**src/rtl/ff_wr_arbiter.sv**
```systemverilog
// Round-robin write arbiter that owns a shared W-bit register loaded by one of N requesters.
// Define ARB_LOCK_EN to add lock_i, which lets a requester keep top priority after its write.
module ff_wr_arbiter #(
    parameter int N = 4,
    parameter int W = 8
) (
    input  logic                   ck_i,
    input  logic                   rst_i,
    input  logic [N-1:0]           req_i,
    input  logic [N*W-1:0]         d_i,
`ifdef ARB_LOCK_EN
    input  logic [N-1:0]           lock_i,
`endif
    output logic [N-1:0]           gnt_o,
    output logic [N-1:0]           ack_o,
    output logic [W-1:0]           q_o,
    output logic                   busy_o,
    output logic [1:0]             dbg_state_o,
    output logic [$clog2(N)-1:0]   dbg_ptr_o
);

    localparam int PW = $clog2(N);
    localparam logic [N-1:0] ONE = N'(1);

    typedef enum logic [1:0] {
        IDLE  = 2'd0,
        GRANT = 2'd1,
        DONE  = 2'd2
    } state_t;

    state_t          state_q;
    logic [PW-1:0]   ptr_q;
    logic [PW-1:0]   g_q;
    logic [N-1:0]    gnt_q;
    logic [N-1:0]    ack_q;
    logic [W-1:0]    q_q;
    logic [PW-1:0]   win_d;

    // Scan from ptr upward with wrap; the lowest offset that is requesting wins.
    always_comb begin
        win_d = ptr_q;
        for (int k = N - 1; k >= 0; k--) begin
            if (req_i[(int'(ptr_q) + k) % N]) begin
                win_d = PW'((int'(ptr_q) + k) % N);
            end
        end
    end

    always_ff @(posedge ck_i or posedge rst_i) begin
        if (rst_i) begin
            state_q <= IDLE;
            ptr_q   <= '0;
            g_q     <= '0;
            gnt_q   <= '0;
            ack_q   <= '0;
            q_q     <= '0;
        end else begin
            case (state_q)
                IDLE: begin
                    if (req_i != '0) begin
                        g_q     <= win_d;
                        gnt_q   <= ONE << win_d;
                        state_q <= GRANT;
                    end
                end
                GRANT: begin
                    gnt_q <= '0;
                    // A requester that withdrew gets no write and costs no priority.
                    if (req_i[g_q]) begin
                        q_q     <= d_i[g_q*W +: W];
                        ack_q   <= ONE << g_q;
                        state_q <= DONE;
                    end else begin
                        state_q <= IDLE;
                    end
                end
                DONE: begin
                    ack_q   <= '0;
                    state_q <= IDLE;
`ifdef ARB_LOCK_EN
                    if (lock_i[g_q]) begin
                        ptr_q <= g_q;
                    end else begin
                        ptr_q <= (g_q == PW'(N - 1)) ? '0 : g_q + 1'b1;
                    end
`else
                    ptr_q <= (g_q == PW'(N - 1)) ? '0 : g_q + 1'b1;
`endif
                end
                default: begin
                    gnt_q   <= '0;
                    ack_q   <= '0;
                    state_q <= IDLE;
                end
            endcase
        end
    end

    assign gnt_o       = gnt_q;
    assign ack_o       = ack_q;
    assign q_o         = q_q;
    assign busy_o      = (state_q != IDLE);
    assign dbg_state_o = state_q;
    assign dbg_ptr_o   = ptr_q;

endmodule
```
**config.mk**
```make
export PLATFORM = sky130hd
export DESIGN_NAME = ff_wr_arbiter
export DESIGN_NICKNAME = d
export VERILOG_FILES = /design/src/rtl/ff_wr_arbiter.sv
export SDC_FILE = /design/constraint.sdc
export NUM_CORES = 1
export LEC_CHECK = 0
export ABC_AREA = 1
export BUFFER_PORTS_ARGS = -buffer_cell sky130_fd_sc_hd__buf_2
export CAP_MARGIN = 40
export CELL_PAD_IN_SITES_DETAIL_PLACEMENT = 2
export CELL_PAD_IN_SITES_GLOBAL_PLACEMENT = 2
export CORE_ASPECT_RATIO = 0.7
export CORE_MARGIN = 2
export CORE_UTILIZATION = 22
export CTS_BUF_LIST = sky130_fd_sc_hd__clkbuf_16
export CTS_CLUSTER_DIAMETER = 100
export CTS_CLUSTER_SIZE = 28
export DETAILED_ROUTE_END_ITERATION = 8
export GPL_TIMING_DRIVEN = 1
export MAX_ROUTING_LAYER = met4
export PLACE_DENSITY = 0.71
export SYNTH_ARGS = -nofsm -noshare
export SYNTH_HDL_FRONTEND = slang
export SYNTH_SLANG_ARGS = --single-unit
```
**constraint.sdc**
```tcl
create_clock -name ck_i -period 1.4 [get_ports ck_i]
set_input_delay 0.14 -clock ck_i [delete_from_list [all_inputs] [get_ports ck_i]]
set_output_delay 0.14 -clock ck_i [all_outputs]
set_load 0.01 [all_outputs]
```
==> summary.md <==
| Metric | Value |
|---|---|
| Status | finished, violations left |
| Failing checks | setup timing |
| Clock skew | 0.006147 ns |
| Yosys reg bits | 22 |
| I/O Pins | about 60 |
| Crit path max fanout | 10 |
| Pins Over Slew Limit | 0 |
| Max-cap violation count | 0 |
| First-pass GRT wire length | 8.921 mm |
| Achievable clock frequency | 697.2 MHz |
| Final worst slack | -0.03435 ns |
| Starting Density | a little under a quarter |
| Share of flip-flops with an asynchronous set or reset | 100.0% |
| Final setup vio count | 5 |
| Crit path max-delay family | flip-flops |
| Diode count | 0 |
| Latest clock arrival within the worst-skew pair | 0.26 ns |
| CTS tree | done |
| Net count after synthesis | 245 |
| Crit path depth | 8 |
| Met1 WL | 2.598 mm |
| Cts bufs inserted | 3 |
| Die area | 7136 sq um |
| Vias per cell | 4.588 |
| Period utilisation layout | 102.5% |
| CTS Sinks | 22 |
| Layout cells sized above 1 | between 40 and 50% |
| Post-synth top area cell | dfrtp_1 |
| Hold Path Depth | 3 |
| Hold/Removal Path Class | primary input to flop |
| Routed Antenna Nets | 0 |
| Port-buffer cells | 58 |
| Syn Std Cell Area | 1423 sq um |
| Slowest stage cell, crit path | dfrtp_2 |
| Final Hold Vio Count | 0 |
| CP bufs+invs | 2 |
| RSZ-0062 raised after global routing | yes |
| Final Instance Area | roughly 2200 sq um |
| Share of the synthesized area in the top cell type | between 30% and 40% |
| Die Y | slightly above 70 um |
| Sequence of cells on the critical path | a21oi_1, o21ai_1, nand2_1, nand3_2, inv_4, buf_12, nor2_1, a31oi_1 |
| Initial antenna violation count | 0 |
| Largest net degree at the start of global routing | 23 |
| Layout area overhead | 51.72% |
| Metal2 WL | between 2 and 3 mm |
| Gpl congestion | about 0.89 |
| Seq/Total Area, Yosys | 38.70% |
| CP startpoint kind | flop |
| Post-DP Area | 1873 sq um |
| Drt pass-1 iters | 3 |
| Critical path's largest stage delay | 0.45 ns |
| Cells after Synth | ~200 |
| H-Tree Depth | 1 |
| Number of global-route vias before repair | ~1,800 |
| Cell row count | 24 |
| Detailed Route Iter0 Violations | 44 |
| Core Region | 6246 sq um |
| Number of synthesized flops with an enable pin | 0 |
| Highest routed metal layer | met4 |
| DR WL met3 | 151 um |
| WS Path Type | flop to flop |
| CTS Buffer Depth | 2 |
| Vias | approximately 1,600 |
| Worst-case reg-to-reg path depth | 8 |
| Mean area per synthesized cell | 7.008 sq um |
| Clock transition at path regs | 0.06 ns |
| Slew @ Worst Pin | approximately 0.36 ns |
| CP endpoint kind | flop |
| Arrival time worst endpoint | 1.60 ns |
| Routed WL per cell | 15.28 um |
| Ys flop type | dfrtp_1 |
| DRC | 0 |
| Tot GR Track Use | 16.05% |
| Synth cell types | 20 |
| HPWL Detailed | 4.071 mm |
| LEAKAGE | 1.130 nW |
| Slew HR | 75.97% |
| Post-route setup TNS | -0.09372 ns |
| Gr ovfl total | 0 |
| Worst EP required | 1.57 ns |
| Crit path time final | 1.434 ns |
| Synth top area cells | dfrtp_1, nand2_1, nor2_1, o21ai_0, a31oi_1 |
| Power per cell area | 2374 nW/um^2 |
| Reg2Reg Setup Slack | -0.03 ns |
| Root buf cell | clkbuf_16 |
| Routed wire length | 5.456 mm |
| Synth warnings | 0 |
| VDD IR max | 0.6487 mV |
| Fin nets | 322 |
| Die Width | between 100 and 150 um |
## cell usage after synthesis, types with 2 or more instances
| cell type | number |
|---|---|
| inv_1 | 13 |
| o21ai_1 | 4 |
| nand4_1 | 3 |
| nand2_1 | 50 |
| a21oi_1 | 2 |
| dfrtp_1 | 22 |
| nand2_2 | 5 |
| nand3_2 | 3 |
| a31oi_1 | 8 |
| o21ai_0 | 21 |
| buf_2 | 3 |
| buf_6 | 4 |
| inv_2 | 5 |
| nand3_1 | 10 |
| ha_1 | 4 |
| nor2_1 | 42 |
## layout by cell type, fill, tap and decap left out, drive strengths merged
cell and count:
a21boi 1, a21oi 3, a31oi 8, buf 78
bufinv 1, clkbuf 4, dfrtp 22, dlygate4sd3 1
ha 4, inv 19, nand2 55, nand3 13
nand4 3, nor2 42, o21ai 25
## stage by stage
| stage | util [%] | power, mW | hold slack, ns | setup slack [ns] | std cells |
|---|---|---|---|---|---|
| 2_1_floorplan | - | 2.830 | 0.1292 | 0.01283 | 203 |
| 3_3_place_gp | 29.99 | 3.733 | 0.1990 | -0.05807 | 345 |
| 3_5_place_dp | 29.99 | 3.828 | 0.2089 | -0.1594 | 345 |
| 4_1_cts | 33.25 | 4.921 | 0.2133 | -0.04108 | 355 |
| 5_1_grt | 34.56 | 5.603 | 0.2502 | -0.1334 | 357 |
| 6_report | 34.56 | 5.124 | 0.2135 | -0.03435 | 357 |
## kinds of logic after synthesis
kind of cell | Yosys count | share of synthesized area (%)
AND/OR/NAND/NOR | 113 | 33.42
AO/OA/AOI/OAI | 37 | 14.42
flip-flops | 22 | 38.70
adder cells (fa/ha/maj) | 4 | 3.518
buffers and inverters | 27 | 9.939
## where the power goes
group	switching [mW]	internal, mW	total, mW
Clock	0.237	0.568	0.805
Combinational	1.88	1.31	3.19
Sequential	0.209	0.923	1.13
Total	2.32	2.80	5.12
## metal layers
layer | vias up | GRT usage (%)
met5 | - | -
met4 | 0 | 1.065
met3 | 2 | 3.317
met2 | 23 | 27.78
met1 | 811 | 20.49
li1 | 802 | -
## final timing paths
path	startpoint	to
min	d_i[29]	q_o[5]$_DFFE_PP0P_
min reg2reg	gnt_o[1]$_DFFE_PP0P_	gnt_o[1]$_DFFE_PP0P_
max reg2reg	g_q[0]$_DFFE_PP0P_	q_o[0]$_DFFE_PP0P_
min in group asynchronous	rst_i	q_o[1]$_DFFE_PP0P_
max in group asynchronous	rst_i	dbg_ptr_o[0]$_DFFE_PP0N_
max	g_q[0]$_DFFE_PP0P_	q_o[0]$_DFFE_PP0P_
## what timing repair did
item / CTS / global route
gates cloned: 0 / 1
setup buffers: 5 / 1
pin swaps: 3 / 3
endpoints found under the hold margin: 22 / 0
endpoints found under the setup margin: 16 / 16
hold buffers: 1 / 0
resized for setup: 21 / 14
## state kept, by name, indices dropped and copies added (netlist names)
name	count
dbg_state_o	2
g_q	2
gnt_o	4
q_o	8
dbg_ptr_o	2
ack_o	4
## cell type report
cell class	instances	area [sq um]
clock buffer	3	75.07
clock inverter	1	30.03
fill	770	4088
inverter	19	78.83
multi-input combinational	154	818.3
sequential	22	554.3
tap	78	97.59
timing repair buffer	80	504.2
## worst register-to-register path: stages (launching register included)
cell	delay, ns
dfrtp_2	0.45
a21oi_1	0.16
o21ai_1	0.08
nand2_1	0.10
nand3_2	0.10
inv_4	0.11
buf_12	0.13
nor2_1	0.05
a31oi_1	0.17
No activity file was read; power rests on OpenSTA's default activity.
